[src/rtl/logic_unit_pkg.sv]
// Shared encodings for the registered bitwise logic unit:
// operation selects and burst-accumulate FSM states.
package logic_unit_pkg;

   localparam logic [2:0] OP_AND  = 3'b000;
   localparam logic [2:0] OP_OR   = 3'b001;
   localparam logic [2:0] OP_XOR  = 3'b010;
   localparam logic [2:0] OP_NAND = 3'b011;
   localparam logic [2:0] OP_NOR  = 3'b100;
   localparam logic [2:0] OP_XNOR = 3'b101;
   localparam logic [2:0] OP_ANDN = 3'b110;
   localparam logic [2:0] OP_PASS = 3'b111;

   typedef enum logic {
      IDLE  = 1'b0,
      ACCUM = 1'b1
   } state_t;

endpackage

[src/rtl/logic_unit_pipe_op_core.sv]
// Combinational WIDTH-bit bitwise function y = f(op, a, b); shared by the
// single-op path and the accumulate fold.
module logic_op_core
   import logic_unit_pkg::*;
#(
   parameter int WIDTH = 32
) (
   input  logic [2:0]       op,
   input  logic [WIDTH-1:0] a,
   input  logic [WIDTH-1:0] b,
   output logic [WIDTH-1:0] y
);

   always_comb begin
      y = a;
      case (op)
         OP_AND:  y = a & b;
         OP_OR:   y = a | b;
         OP_XOR:  y = a ^ b;
         OP_NAND: y = ~(a & b);
         OP_NOR:  y = ~(a | b);
         OP_XNOR: y = ~(a ^ b);
         OP_ANDN: y = a & ~b;
         OP_PASS: y = a;
      endcase
   end

endmodule

[src/rtl/logic_unit_pipe.sv]
// Registered bitwise logic unit with valid/ready handshake, 1-cycle latency and
// an accumulate mode that folds a burst of in1 words into a single result.
module logic_unit_pipe
   import logic_unit_pkg::*;
#(
   parameter  int WIDTH     = 32,
   parameter  int MAX_BURST = 16,
   localparam int BW        = $clog2(MAX_BURST + 1)
) (
   input  logic             clk,
   input  logic             rst_n,
   input  logic             in_valid,
   output logic             in_ready,
   input  logic [2:0]       in_op,
   input  logic             in_acc,
   input  logic             in_last,
   input  logic [WIDTH-1:0] in1,
   input  logic [WIDTH-1:0] in2,
   output logic             out_valid,
   input  logic             out_ready,
   output logic [WIDTH-1:0] out,
   output logic             out_zero,
   output logic             out_ones,
   output logic [BW-1:0]    out_beats,
   output logic             out_trunc
);

   localparam logic [BW-1:0] BURST_LIMIT = BW'(MAX_BURST);
   localparam logic [BW-1:0] ONE_BEAT    = BW'(1);

   state_t           state_p1;
   logic [WIDTH-1:0] acc_p1;
   logic [2:0]       op_p1;
   logic [BW-1:0]    cnt_p1;

   logic             accept;
   logic             acc_first;
   logic             acc_cont;
   logic             burst_end;
   logic [2:0]       core_op;
   logic [WIDTH-1:0] core_a;
   logic [WIDTH-1:0] core_b;
   logic [WIDTH-1:0] core_y;
   logic [BW-1:0]    cnt_next;
   logic             vld_p0;
   logic [WIDTH-1:0] result_p0;
   logic [BW-1:0]    beats_p0;
   logic             trunc_p0;

   // Ready whenever the output slot is empty or being drained this cycle.
   assign in_ready = rst_n & (~out_valid | out_ready);

   // Stage p0: operand selection and the shared bitwise core
   always_comb begin
      accept    = in_valid & in_ready;
      acc_first = in_acc & (state_p1 == IDLE);
      acc_cont  = in_acc & (state_p1 == ACCUM);
      core_op   = acc_cont ? op_p1  : in_op;
      core_a    = acc_cont ? acc_p1 : in1;
      core_b    = acc_cont ? in1    : in2;
      cnt_next  = cnt_p1 + 1'b1;
      burst_end = in_last | (cnt_next == BURST_LIMIT);
      result_p0 = acc_first ? in1 : core_y;
      beats_p0  = acc_cont ? cnt_next : ONE_BEAT;
      trunc_p0  = acc_cont & ~in_last;
      vld_p0    = accept & (~in_acc | (acc_first & in_last) | (acc_cont & burst_end));
   end

   logic_op_core #(
      .WIDTH (WIDTH)
   ) u_core (
      .op (core_op),
      .a  (core_a),
      .b  (core_b),
      .y  (core_y)
   );

   // Burst FSM: single-op beats leave the accumulator untouched.
   always_ff @(posedge clk) begin
      if (!rst_n) begin
         state_p1 <= IDLE;
         acc_p1   <= '0;
         op_p1    <= OP_AND;
         cnt_p1   <= '0;
      end else if (accept && in_acc) begin
         case (state_p1)
            IDLE: begin
               if (!in_last) begin
                  acc_p1   <= in1;
                  op_p1    <= in_op;
                  cnt_p1   <= ONE_BEAT;
                  state_p1 <= ACCUM;
               end
            end
            ACCUM: begin
               if (burst_end) begin
                  acc_p1   <= '0;
                  cnt_p1   <= '0;
                  state_p1 <= IDLE;
               end else begin
                  acc_p1 <= core_y;
                  cnt_p1 <= cnt_next;
               end
            end
            default: state_p1 <= IDLE;
         endcase
      end
   end

   // Stage p1: output register; holds while the consumer stalls
   always_ff @(posedge clk) begin
      if (!rst_n) begin
         out_valid <= 1'b0;
         out       <= '0;
         out_zero  <= 1'b0;
         out_ones  <= 1'b0;
         out_beats <= '0;
         out_trunc <= 1'b0;
      end else if (vld_p0) begin
         out_valid <= 1'b1;
         out       <= result_p0;
         out_zero  <= ~|result_p0;
         out_ones  <= &result_p0;
         out_beats <= beats_p0;
         out_trunc <= trunc_p0;
      end else if (out_ready) begin
         out_valid <= 1'b0;
      end
   end

endmodule

[config.mk]
export PLATFORM = sky130hd
export DESIGN_NAME = logic_unit_pipe
export DESIGN_NICKNAME = d
export VERILOG_FILES = /design/src/rtl/logic_unit_pkg.sv /design/src/rtl/logic_unit_pipe_op_core.sv /design/src/rtl/logic_unit_pipe.sv
export SDC_FILE = /design/constraint.sdc
export NUM_CORES = 1
export LEC_CHECK = 0
export BUFFER_PORTS_ARGS = -buffer_cell sky130_fd_sc_hd__buf_2
export CORE_MARGIN = 1.5
export CORE_UTILIZATION = 40
export CTS_CLUSTER_SIZE = 8
export DETAILED_ROUTE_END_ITERATION = 7
export PLACE_DENSITY = 0.63
export SYNTH_ARGS = -nofsm -noshare
export SYNTH_HDL_FRONTEND = slang
export SYNTH_SLANG_ARGS = --single-unit
[constraint.sdc]
create_clock -name clk -period 4.4 [get_ports clk]
set_clock_uncertainty 0.05 [all_clocks]
set_input_delay 0 -clock clk [delete_from_list [all_inputs] [get_ports clk]]
set_output_delay 0 -clock clk [all_outputs]
set_load 0.03 [all_outputs]
# Word-level counts from Yosys, hierarchy flattened

Cells that the tools add are included.

Bits in registers: 82

Add/subtract/negate cells: 1
Eq/ne operators: 9
Muxes and demuxes: 17
Bitwise operators: 24
Reduce and logical (&&, ||, !) cells: 8

Operators with widths:

| cell                                          | count |
|---|---|
| one-hot mux 32 bit (8 select lines)           | 1 |
| 2-to-1 mux 32 bit                             | 5 |
| inverter 32 bit                               | 4 |
| bitwise AND 32 bit                            | 2 |
| one-hot mux 32 bit (2 select lines)           | 1 |
| OR 32 bit                                     | 1 |
| AND reduction 32 bit                          | 1 |
| OR reduction 32 bit                           | 1 |
| bitwise XOR 32 bit                            | 1 |
| 2-to-1 mux 5 bit                              | 3 |
| == test 3 bit, second input constant          | 4 |
| one-hot mux 5 bit (2 select lines)            | 1 |
| bitwise AND 1 bit                             | 8 |
| == test 3 x 2 -> 1 bit, second input constant | 2 |
| adder 5 x 1 -> 5 bit, second input constant   | 1 |
| == test 5 bit, second input constant          | 1 |
| 2-to-1 mux 1 bit                              | 4 |
| inverter 1 bit                                | 4 |
| OR 1 bit                                      | 4 |
| == test 3 x 1 -> 1 bit, second input constant | 1 |
| logical NOT 3 bit                             | 1 |
| 2-to-1 mux 3 bit                              | 1 |
| AND reduction 3 bit                           | 1 |
| != test 2 bit, second input constant          | 1 |
| other kinds (5)                               | 5 |

# Logic depth before layout (Yosys ltp)

Depth in word-level cells: 8
Mapped depth: 19
Depth with buffers taken out: 14

# Modules after synthesis

From an unflattened synthesis, not the netlist that was laid out.

Cells, all modules: 1,010
Area, all modules: 8,201.6 um^2

Modules (own cells, without submodules):

| module          | instances | cells an instance | area an instance (um^2) | seq. area each (um^2) |
|---|---|---|---|---|
| logic_unit_pipe | 1         | 549               | 4,749.6                 | 1,641.6 |
| logic_op_core   | 1         | 461               | 3,452.1                 | 0.0 |

# Worst setup path after synthesis

No wires, ideal clock.

Path type: register to register
From: register state_p1
To: register out_zero
Setup time: 0.061 ns
Arrival: 3.313 ns
Setup slack: 0.977 ns
Cell stages (with the launch flop): 18
Buffers on the path: 6
Period minus slack after synthesis: 3.423 ns
Path through: dfxtp_1 buf_6 and2_4 buf_6 buf_6 buf_2 buf_2 buf_1 nand2_1 nand2_1 ha_1 mux2_4 a221oi_2 a211oi_1 nor4_2 nand3_1 nor4_1 a32o_1

Longest elaborated chain between the ends: 8
Elaborated cells on any way between the ends: 31
Classes of those cells: eq/ne: 7; mux: 5; bitwise: 16; reduce/logical: 3

Ends and longest elaborated chain:

| what                                             | line                                         | text |
|---|---|---|
| from (decl)                                      | logic_unit_pipe.sv:31                        | `state_t state_p1;` |
| from (signal assigned)                           | logic_unit_pipe.sv:81                        | `state_p1 <= IDLE;` |
| from (signal assigned)                           | logic_unit_pipe.sv:92                        | `state_p1 <= ACCUM;` |
| from (signal assigned)                           | logic_unit_pipe.sv:99                        | `state_p1 <= IDLE;` |
| bitwise AND 1 bit                                | logic_unit_pipe.sv:57                        | `acc_cont = in_acc & (state_p1 == ACCUM);` |
| 2-to-1 mux 32 bit (on tied branches)             | logic_unit_pipe.sv:60, logic_unit_pipe.sv:59 |  |
| inverter 32 bit, or another cell as far along    | logic_unit_pipe_op_core.sv:23                | `OP_ANDN: y = a & ~b;` |
| bitwise AND 32 bit, or another cell as far along | logic_unit_pipe_op_core.sv:23                |  |
| one-hot mux 32 bit (8 select lines)              | logic_unit_pipe_op_core.sv:16                | `case (op)` |
| 2-to-1 mux 32 bit                                | logic_unit_pipe.sv:63                        | `result_p0 = acc_first ? in1 : core_y;` |
| OR reduction 32 bit                              | logic_unit_pipe.sv:122                       | `out_zero <= ~\|result_p0;` |
| logical NOT 1 bit                                | logic_unit_pipe.sv:122                       |  |
| to (signal assigned)                             | logic_unit_pipe.sv:122                       |  |
| to (decl)                                        | logic_unit_pipe.sv:22                        | `output logic out_zero,` |

Several ways; a longest one is shown, not always the timed one.
A chain may end at the register's enable or synchronous reset.

# Worst setup path after layout

From: register state_p1
To: register out_ones

Longest elaborated chain between the ends: 7
Elaborated cells on any way between the ends: 30
Classes of those cells: eq/ne: 7; mux: 5; bitwise: 16; reduce/logical: 2

Ends and longest elaborated chain:

| what                                             | line                                         | text |
|---|---|---|
| bitwise AND 1 bit                                | logic_unit_pipe.sv:57                        |  |
| 2-to-1 mux 32 bit (on tied branches)             | logic_unit_pipe.sv:60, logic_unit_pipe.sv:59 |  |
| inverter 32 bit, or another cell as far along    | logic_unit_pipe_op_core.sv:23                |  |
| bitwise AND 32 bit, or another cell as far along | logic_unit_pipe_op_core.sv:23                |  |
| one-hot mux 32 bit (8 select lines)              | logic_unit_pipe_op_core.sv:16                |  |
| 2-to-1 mux 32 bit                                | logic_unit_pipe.sv:63                        |  |
| AND reduction 32 bit                             | logic_unit_pipe.sv:123                       | `out_ones <= &result_p0;` |
| to (signal assigned)                             | logic_unit_pipe.sv:123                       |  |
| to (decl)                                        | logic_unit_pipe.sv:23                        | `output logic out_ones,` |

Several ways; a longest one is shown, not always the timed one.

==> summary by stage <==
Run status
The run finished with clean final reports.

Global route
The number of global-route vias before repair was around 9300. The initial antenna violation count is 0. Entering global routing, the biggest net connects 61 pins.

The global-route congestion overflow total is 0. In the global route stage, overall resource usage came out at 0.3022. The wire length of the first global-routing pass is roughly 52000 um.

Placed design
During placement, the flow inserted port buffers numbering between 100 and 150. Detailed placement finished with a half-perimeter wire length of between 20000 and 25000 um. The congestion estimate from routability-driven global placement came to between 0.9 and 1.

Clocking
The clock slew seen by the registers of the worst setup and hold paths is around 0.070 ns. Post-CTS timing repair inserted 0 buffers for setup. The CTS tree is yes.

The clock tree synthesis step divided the H-tree into 3 levels. The CTS root buffer is clkbuf_16. The buffer levels on the longest clock path is 2. The clock latency on the worst-skew pair is 0.36 ns.

The clock net sink count is 82. The number of buffers inserted during clock tree synthesis is 9.

Synth
Counting flops with a built-in enable in the synthesized netlist gives 0. The XOR/XNOR share of the synthesized area is 0.003000. Measured against the total synthesized area, the mux share comes to 0.03858.

The combinational family with the most area after synthesis is compound AO/OA/AOI/OAI gates. Summing every instance area after synthesis gives about 9000 um2. The most used flip-flop cell after synthesis is dfxtp_1.

Of the total synthesized cell area, the portion taken by AND, OR, NAND and NOR gates is 0.2473. Dividing the synthesized area by the synthesized cell count gives 7.231 um2. The cell count after synthesis is approximately 1200. During synthesis, Yosys emitted a total of 0 warnings.

The post-synth net total is between 1000 and 1500. The area share of fa/ha/maj cells after synthesis is 0.1343. The share of the Yosys chip area taken by registers is 0.1875. The count of unique library cells instantiated by Yosys is 93. The share of flip-flops with an asynchronous set or reset after synthesis is 0. The compound-cell area share of the yosys netlist is 0.2919. The flip-flop and latch count after synthesis is 82.

Finish
The library cells used most frequently in the layout, excluding fill and tap cells, are nand2_1, nor2_1, buf_2, ha_1, dfxtp_1. At the end of the flow the core is filled with cells to 0.4738. Relative to the synthesized area, the layout overhead comes to 14.82%.

The fraction of layout cells with a size suffix above 1 is 0.1716. The most common cell after layout, fill and taps aside is nand2_1. After the last flow step, the layout net total stands at about 1500. The repair_antennas step left the layout with diodes totalling 0.

Detailed routing
The via count is between 9000 and 10000. The count of unresolved DRC violations after routing is 0. The routed design has ~35000 um of wire. The post-detailed-route wirelength per cell is approximately 22 um. The count of routing violations after the opening detailed-route iteration is between 1000 and 1500. After detailed routing, the number of vias per cell comes to ~6.2. The antenna violation net count after detailed routing is 0. The first TritonRoute pass finished after 6 iterations.

STA
The relative slew slack is 0.2889. The highest attainable clock frequency is about 260 MHz. The accumulated negative setup slack is 0 ns. Of the available clock period, the critical path in the final layout requires 0.8702. At the pin with the least slew margin, the transition time is roughly 1.1 ns. Setup repair after global routing left no endpoint under its margin. The number of pins exceeding their max-slew limit in the final report is 0. The clock period minus final worst setup slack is 3.829 ns. The count of endpoints failing hold in the final timing report is 0. The total of endpoints with negative setup slack in the final report is 0.

Worst setup path
Data arrives at the worst endpoint at 4.07 ns. At the worst endpoint, the required time is roughly 4.6 ns. The nature of the critical path endpoint is a flip-flop.

The worst register-to-register path begins at state_p1. The worst setup path is launched from a flip-flop. The reg2reg setup slack is between 0.5 and 0.6 ns. Of all nets on the critical path, the largest fanout is 20.

The type of the worst setup path is reg -> reg. The number of cell instances on the worst register-to-register path is 14. The end of the worst register-to-register path is out_ones.

Power
The total power divided by cell area is 255.5 nW/um2. The worst vdd rail ir drop is between 0.15 and 0.2 mV. Summed over all cells, the static leakage comes to about 0.0045 uW.

Floorplan
The initial utilization of the core area, before any placement, comes to 0.4127. The area of the core region is ~21000 um2. The die area is 22790 um2. In this run the horizontal extent of the chip is 151.0 um. The row count is 53. In this run the count of I/O pins placed on the die edge is roughly 120.

From bottom edge to top edge, the die measures ~150 um.

Hold path
The type of the most critical hold path is in -> reg. The hold path depth is 3. The endpoint of the worst hold path is acc_p1[26].

The worst hold path begins at in1[26].

Run
The count of max-cap constraint violations is 0.
logic make-up (layout without fill, tap and decap cells):
group / Yosys count / count (layout)
AO/OA/AOI/OAI: 351 / 351
XOR/XNOR: 3 / 3
adder cells (fa/ha/maj): 94 / 94
buffers and inverters: 178 / 278
flip-flops: 82 / 82
multiplexers: 30 / 30
AND/OR/NAND/NOR: 473 / 473
cell type report:
| cell class | instances | area, um2 |
|---|---|---|
| fill | 2160 | 11170 |
| clock buffer | 9 | 225.2 |
| tap | 275 | 344.1 |
| clock inverter | 7 | 106.4 |
| sequential | 82 | 1642 |
| inverter | 81 | 304.0 |
| multi-input combinational | 951 | 6282 |
| timing repair buffer | 181 | 1151 |
worst max-delay path: stages, from the launching register on:
cell and delay, ns:
dfxtp_1 0.61, and2_4 0.42, buf_4 0.33, nand2_1 0.08
nand2_1 0.11, ha_1 0.27, nor2_1 0.10, a21oi_1 0.05
o221ai_1 0.18, a221oi_1 0.09, o31ai_1 0.76, nand2_1 0.15
nor4b_2 0.29, nand4_1 0.14, o21ai_1 0.13
synth_stat cells, types with 4 or more instances:
master,number,area [um2]
o22ai_1,24,150.1
nand3_1,16,80.08
clkbuf_1,43,161.4
buf_6,15,168.9
mux2i_1,20,200.2
nor2_1,149,559.3
o221ai_1,23,201.4
a21oi_1,71,355.3
nand4_1,13,81.33
buf_1,7,26.28
a221oi_1,21,183.9
nand2_1,182,683.2
a22oi_1,11,82.58
and2_1,5,31.28
mux2i_2,4,55.05
a221o_1,4,40.04
o2111ai_1,5,43.79
a211oi_1,32,240.2
o2bb2ai_1,6,52.55
mux2_2,4,45.04
nor4_1,7,43.79
o211ai_1,5,37.54
dfxtp_1,82,1642
and3_1,10,62.56
a31oi_1,5,31.28
buf_2,24,120.1
nor3_1,44,220.2
a222oi_1,8,80.08
o22a_1,7,61.31
o21ai_0,54,270.3
a211oi_2,5,62.56
a211o_1,6,52.55
ha_1,94,1176
buf_4,7,52.55
nor2b_1,4,25.02
a311oi_1,9,78.83
inv_1,80,300.3
o21ai_1,7,35.03
nand4b_1,5,43.79
nand2b_1,7,43.79
or3_1,4,25.02
repair_timing:
| item | in CTS | in global routing |
|---|---|---|
| resized for setup | 0 | 0 |
| hold buffers | 26 | 0 |
| endpoints found under the hold margin | 26 | 0 |
| endpoints found under the setup margin | 0 | 0 |
through the flow:
step           hold slack, ns  setup WS, ns  cell area (um2)  cells  power [uW]
6_report             0.001688        0.5709            10050   1586        2569
5_1_grt               0.02857        0.4188            10050   1586        2673
4_1_cts              0.007467        0.6857            10050   1586        2550
3_5_place_dp           0.2591        0.6842             9463   1544        1637
3_3_place_gp           0.2576        0.7623             9463   1544        1630
2_1_floorplan         0.08837        0.9766             8757   1211        1370
per-layer routing:
metal / track usage / up-vias / wire, um
li1: - / 4571 / -
met2: 0.4742 / 572 / 15230
met5: 0 / - / 0
met1: 0.3900 / 4620 / 14090
met3: 0.05542 / 127 / 3355
met4: 0.1670 / 0 / 1898
worst max path at each step:
stage,start,end,cells past startpoint
3_5_place_dp,in_acc,out_ones,15
5_1_grt,state_p1,out_zero,11
6_report,state_p1,out_ones,14
4_1_cts,state_p1,out_ones,14
2_1_floorplan,state_p1,out_zero,17
3_3_place_gp,in_acc,out_ones,15
power by group:
part	switching (uW)	internal (uW)
registers	21.9	774
clock network	393	511
logic	562	307
state kept, by name (all words and copies together), names as in the netlist:
signal / flops
out_valid: 1
state_p1: 1
out_beats: 5
op_p1: 3
out_ones: 1
cnt_p1: 5
out_trunc: 1
out: 32
out_zero: 1
acc_p1: 32
Note: power is estimated with default switching activity, not from simulation.
